## src/rtl/ptcalc_mul_pipe.sv

```systemverilog
// Pipelined signed multiplier with round-half-up shift, saturation, tag sideband
// and valid/ready backpressure. SN drives the out_* ports directly.
module ptcalc_mul_pipe #(
  parameter int A_W       = 19,
  parameter int B_W       = 12,
  parameter int P_W       = 31,
  parameter int SHIFT     = 0,
  parameter int NUM_STAGE = 3,
  parameter int TAG_W     = 8
) (
  input  logic                    ap_clk,
  input  logic                    ap_rst_n,
  input  logic                    in_valid,
  output logic                    in_ready,
  input  logic signed [A_W-1:0]   in_a,
  input  logic signed [B_W-1:0]   in_b,
  input  logic        [TAG_W-1:0] in_tag,
  output logic                    out_valid,
  input  logic                    out_ready,
  output logic signed [P_W-1:0]   out_p,
  output logic                    out_sat,
  output logic        [TAG_W-1:0] out_tag
);

  localparam int FULL_W = A_W + B_W;
  localparam logic signed [FULL_W:0] HALF = (FULL_W+1)'((2 ** SHIFT) / 2);
  localparam logic signed [FULL_W:0] MAXV = {{(FULL_W-P_W+2){1'b0}}, {(P_W-1){1'b1}}};
  localparam logic signed [FULL_W:0] MINV = ~MAXV;

  // Rounding add carried at FULL_W+1 bits so the +HALF can never wrap.
  function automatic logic signed [FULL_W:0] round_shift(input logic signed [FULL_W-1:0] full);
    logic signed [FULL_W:0] ext;
    ext = {full[FULL_W-1], full};
    return (ext + HALF) >>> SHIFT;
  endfunction

  // Returns {sat, p}.
  function automatic logic [P_W:0] saturate(input logic signed [FULL_W:0] r);
    logic [P_W:0] res;
    if (r > MAXV)      res = {1'b1, 1'b0, {(P_W-1){1'b1}}};
    else if (r < MINV) res = {1'b1, 1'b1, {(P_W-1){1'b0}}};
    else               res = {1'b0, r[P_W-1:0]};
    return res;
  endfunction

  logic [NUM_STAGE:1]       vld;
  logic [NUM_STAGE:1]       adv;
  logic signed [FULL_W-1:0] prod_p0;
  logic signed [FULL_W-1:0] last_prod;
  logic [TAG_W-1:0]         last_tag;
  logic                     last_vld;

  // Stage 0: full-precision product feeding S1 (or SN directly when depth is 1).
  assign prod_p0 = FULL_W'(in_a) * FULL_W'(in_b);

  // A slot advances when it is empty or the slot ahead of it advances.
  always_comb begin
    logic chain;
    adv   = '0;
    chain = !vld[NUM_STAGE] || out_ready;
    adv[NUM_STAGE] = chain;
    for (int k = NUM_STAGE - 1; k >= 1; k--) begin
      chain  = !vld[k] || chain;
      adv[k] = chain;
    end
  end

  assign in_ready  = adv[1];
  assign out_valid = vld[NUM_STAGE];

  always_ff @(posedge ap_clk or negedge ap_rst_n) begin
    if (!ap_rst_n) begin
      vld <= '0;
    end else begin
      if (adv[1]) vld[1] <= in_valid;
      for (int k = 2; k <= NUM_STAGE; k++)
        if (adv[k]) vld[k] <= vld[k-1];
    end
  end

  generate
    if (NUM_STAGE > 1) begin : g_mid
      logic signed [FULL_W-1:0] prod_q [1:NUM_STAGE-1];
      logic [TAG_W-1:0]         tag_q  [1:NUM_STAGE-1];

      // S1..S(N-1): product and tag move with their valid bits.
      always_ff @(posedge ap_clk) begin
        if (adv[1]) begin
          prod_q[1] <= prod_p0;
          tag_q[1]  <= in_tag;
        end
        for (int k = 2; k < NUM_STAGE; k++) begin
          if (adv[k]) begin
            prod_q[k] <= prod_q[k-1];
            tag_q[k]  <= tag_q[k-1];
          end
        end
      end

      assign last_prod = prod_q[NUM_STAGE-1];
      assign last_tag  = tag_q[NUM_STAGE-1];
      assign last_vld  = vld[NUM_STAGE-1];
    end else begin : g_direct
      assign last_prod = prod_p0;
      assign last_tag  = in_tag;
      assign last_vld  = in_valid;
    end
  endgenerate

  // SN: round and saturate resolve on the way in, so out_* are plain registers.
  always_ff @(posedge ap_clk or negedge ap_rst_n) begin
    if (!ap_rst_n) begin
      out_p   <= '0;
      out_sat <= 1'b0;
      out_tag <= '0;
    end else if (adv[NUM_STAGE] && last_vld) begin
      {out_sat, out_p} <= saturate(round_shift(last_prod));
      out_tag          <= last_tag;
    end
  end

endmodule

```

## config.mk

```make
export PLATFORM = sky130hd
export DESIGN_NAME = ptcalc_mul_pipe
export DESIGN_NICKNAME = d
export VERILOG_FILES = /design/src/rtl/ptcalc_mul_pipe.sv
export SDC_FILE = /design/constraint.sdc
export NUM_CORES = 1
export LEC_CHECK = 0
export ABC_AREA = 1
export CORE_ASPECT_RATIO = 1.75
export CORE_MARGIN = 1.5
export CORE_UTILIZATION = 57
export DETAILED_ROUTE_END_ITERATION = 8
export GPL_ROUTABILITY_DRIVEN = 1
export HOLD_SLACK_MARGIN = 0.1
export PLACE_DENSITY_LB_ADDON = 0.2
export SLEW_MARGIN = 0
export SYNTH_ARGS = -nofsm -noshare
export SYNTH_HDL_FRONTEND = slang
export SYNTH_SLANG_ARGS = --single-unit
```

## constraint.sdc

```tcl
create_clock -name ap_clk -period 6.2 [get_ports ap_clk]
set_clock_uncertainty 0.1 [all_clocks]
set_input_delay 1.86 -clock ap_clk [delete_from_list [all_inputs] [get_ports ap_clk]]
set_output_delay 1.86 -clock ap_clk [all_outputs]
set_load 0.02 [all_outputs]
```

==> impl_metrics.csv <==
group,metric,value,unit
outcome,status,"complete, no violations",
timing,slew_headroom,20.8,%
timing,hold_ws,0.307,ns
synthesis,synth-xor-area-share,0.889,%
synthesis,netlist_top_cells_area,"fa_1 33%, edfxtp_1 18%, nand2_1 14%",
synthesis,async_reset_ff_share,35.5,%
final_layout,multiInputGateArea,0.00843,mm²
synthesis,netlist.area_leader.share,32.5,%
timing,tightest_slew,1.19,ns
floorplan,start_util,58.0,%
hold_path,hold_path_class,"flop to flop",
critical_path,crit_path_max_fanout,6,
grt,antenna_found_initial,0,
synthesis,ys.flop_type,"edfxtp_1",
clock_network,htreeDepth,4,
critical_path,cp.required,6.29,ns
critical_path,cpPeakStageDelay,0.56,ns
timing,fin_setup_tns,0,ns
clock_network,cts_tree,"built",
drt,wirelength,33.9,mm
timing,fmax,162,MHz
critical_path,critPathLaunchType,"input pin",
critical_path,rr_worst_depth,4,
final_layout,nets,2087,
synthesis,synth_top_family_by_area,"adder cells",
critical_path,r2r-end,"g_mid.prod_q[2][25]",
drt,vias,10600,
place,port_buffers,84,
final_layout,n_fill_cell,1438,
floorplan,core_area,0.0221,mm²
timing,drv_slew,0,
drt,drtAntennaViolNets,0,
synthesis,synthSimpleGateAreaFrac,18.5,%
floorplan,die_area,0.0234,mm²
synthesis,ys_types,28,
drt,drtIter0Drc,632,
timing,post-route-period-util,99.6,%
final_layout,drive_above_1_share,24.9,%
critical_path,slowest_stage,"fa_1",
synthesis,yosysWarnings,0,
clock_network,clk-insertion-delay-late,0.45,ns
synthesis,synth.cell_area,0.0128,mm²
synthesis,synth_adder_area_share,38.9,%
critical_path,r2r_start,"vld[3]",
critical_path,crit_top_cell,"fa_1",
synthesis,synth_edf_count,78,
floorplan,rows,72,
critical_path,worstPathArrival,6.27,ns
synthesis,syn-mean-instance-area,8.53,µm²
grt,grt_use_total,29.4,%
synthesis,syn_inst,1502,
place,dpl.hpwl,23.9,mm
final_layout,area_growth,34.2,%
synthesis,syn_nets,1818,
synthesis,synth-seq-cells,121,
drt,wl_per_cell,16.3,µm
critical_path,crit_start,"in_b[3]",
critical_path,critical_path_class,"input pin to flop",
critical_path,cp.depth,20,
final_layout,seqCellArea,0.00342,mm²
timing,finalSetupViolCount,0,
synthesis,ys_seq_area_share,26.7,%
job,max_cap_violations,0,
critical_path,path_buf_inv,6,
clock_network,clk_root_buffer_cell,"clkbuf_16",
timing,final_hold_viol_count,0,
floorplan,die_h,201,µm
drt,drt_first_pass_iters,8,
clock_network,cts_made_buffers,25,
grt,grt_pass1_wl,53.2,mm
critical_path,end_kind,"flop",
timing,fin_crit,6.18,ns
critical_path,critical_path.cell_chain,"buf_2 > bufbuf_16 > nand2_1 > fa_1 > fa_1 > inv_1 > fa_1 > fa_1 > inv_1 > fa_1 > inv_1 > ha_4 > nand2_4 > inv_1 > a21oi_4 > nand3_4 > nand2_2 > nand3_2 > nand2_1 > nand2_1",
critical_path,crit_family,"adder cells",
timing,rsz0062_at_grt,"true",
synthesis,synth-compound-area-share,1.36,%
synthesis,synth_top_cell_by_area,"fa_1",
clock_network,cts_buffer_depth,3,
drt,drc,0,
clock_network,cts.reportedPaths.clkPinSlew,0.05,ns
grt,grt_pass1_vias,11600,
grt,grt.overflow.total,0,
floorplan,die_w,116,µm
clock_network,postCtsHoldBufs,0,
grt,grt_start_max_net_pins,44,
floorplan,io_pins,85,
critical_path,r2r_setup_slack,4.03,ns
synthesis,synth_mux_area_share,0,%
critical_path,cp-endpoint,"g_mid.prod_q[1][16]",
place,gp_congestion,0.929,
drt,routed_via_density,5.12,
clock_network,clock_sinks,121,
final_layout,diodes,0,
synth_stat cells, drive strengths merged, types with 4 or more instances:
| cell | number |
|---|---|
| dfrtp | 43 |
| nand3 | 27 |
| o21ai | 9 |
| clkbuf | 46 |
| xnor2 | 4 |
| ha | 65 |
| a21oi | 22 |
| nand2 | 492 |
| nor2 | 53 |
| edfxtp | 78 |
| buf | 5 |
| xor2 | 9 |
| nor3 | 6 |
| or2 | 6 |
| inv | 415 |
| nand4 | 12 |
| fa | 208 |
worst reg2reg max path: stages, from the launching register on:
cell	delay [ns]
dfrtp_1	0.38
nand2_1	0.12
nor2_1	0.09
inv_1	0.84
buf_4	0.35
registers in the layout (all words and copies together), names as in the netlist:
| register | flops |
|---|---|
| out_p | 31 |
| out_sat | 1 |
| vld | 3 |
| g_mid.tag_q | 16 |
| g_mid.prod_q | 62 |
| out_tag | 8 |
metrics by stage:
stage | cells | instance area, µm² | worst slack, ns | utilization [%]
2_1_floorplan | 1502 | 13100 | 0.00114 | -
3_3_place_gp | 1981 | 15200 | -0.757 | 68.8
3_5_place_dp | 1981 | 15200 | -0.841 | 68.8
4_1_cts | 2048 | 16800 | 0.000220 | 76.0
5_1_grt | 2073 | 17200 | -0.0642 | 77.9
6_report | 2073 | 17200 | 0.0226 | 77.9
cell families (layout without fill, tap and decap cells):
group / Yosys count / count (layout)
AO/OA/AOI/OAI: 33 / 33
AND/OR/NAND/NOR: 596 / 596
buffers and inverters: 466 / 741
XOR/XNOR: 13 / 13
flip-flops: 121 / 121
adder cells (fa/ha/maj): 273 / 273
timing repair:
item	in CTS	in global routing
hold endpoints to repair	0	0
pin swaps	75	89
setup buffers	25	27
resized for setup	165	166
setup endpoints to repair	21	20
cloned	9	2
how the worst min path moves through the flow:
stage	from	endpoint	depth (start not counted)
4_1_cts	g_mid.prod_q[1][24]	g_mid.prod_q[2][24]	0
3_3_place_gp	g_mid.prod_q[1][5]	g_mid.prod_q[2][5]	0
2_1_floorplan	g_mid.prod_q[1][0]	g_mid.prod_q[2][0]	0
6_report	g_mid.prod_q[1][24]	g_mid.prod_q[2][24]	0
3_5_place_dp	g_mid.tag_q[1][3]	g_mid.tag_q[2][3]	0
5_1_grt	g_mid.prod_q[1][20]	g_mid.prod_q[2][20]	0
final cells by class:
class	count	share of cell area [%]
Clock buffer	29	3.73
Clock inverter	4	0.124
Inverter	415	9.15
Multi-Input combinational cell	915	49.0
Sequential cell	121	19.9
Tap cell	296	2.15
Timing Repair Buffer	293	15.9
routing by layer:
metal / global-route usage, % / vias up / wire length (µm)
li1: - / 4852 / -
met1: 29.8 / 5175 / 11000
met2: 56.1 / 413 / 18900
met3: 1.84 / 166 / 1220
met4: 18.9 / 0 / 2730
met5: 0 / - / 0
cells in the final DEF (no fill, tap or decap), types with 4 or more instances in the layout:
cell and instances:
dlygate4sd2_1 4, edfxtp_1 78, ha_1 41, nor2_4 10
fa_2 14, nand3_2 4, buf_12 11, xor2_1 9
clkdlybuf4s50_1 52, fa_1 194, nand2_2 32, xnor2_1 4
nor2_2 8, dfrtp_1 43, ha_4 24, nand2_1 438
nand3_1 21, buf_2 6, buf_6 35, a21oi_1 11
inv_1 378, nand4_1 12, nor2_1 35, a21oi_2 9
clkbuf_2 15, clkbuf_1 4, inv_2 33, nand2_4 22
buf_4 155, buf_8 4, clkbuf_16 27
Power is left out: the tool's default activity adds up to more than one toggle a clock period on the data nets, which glitch-free logic cannot reach.
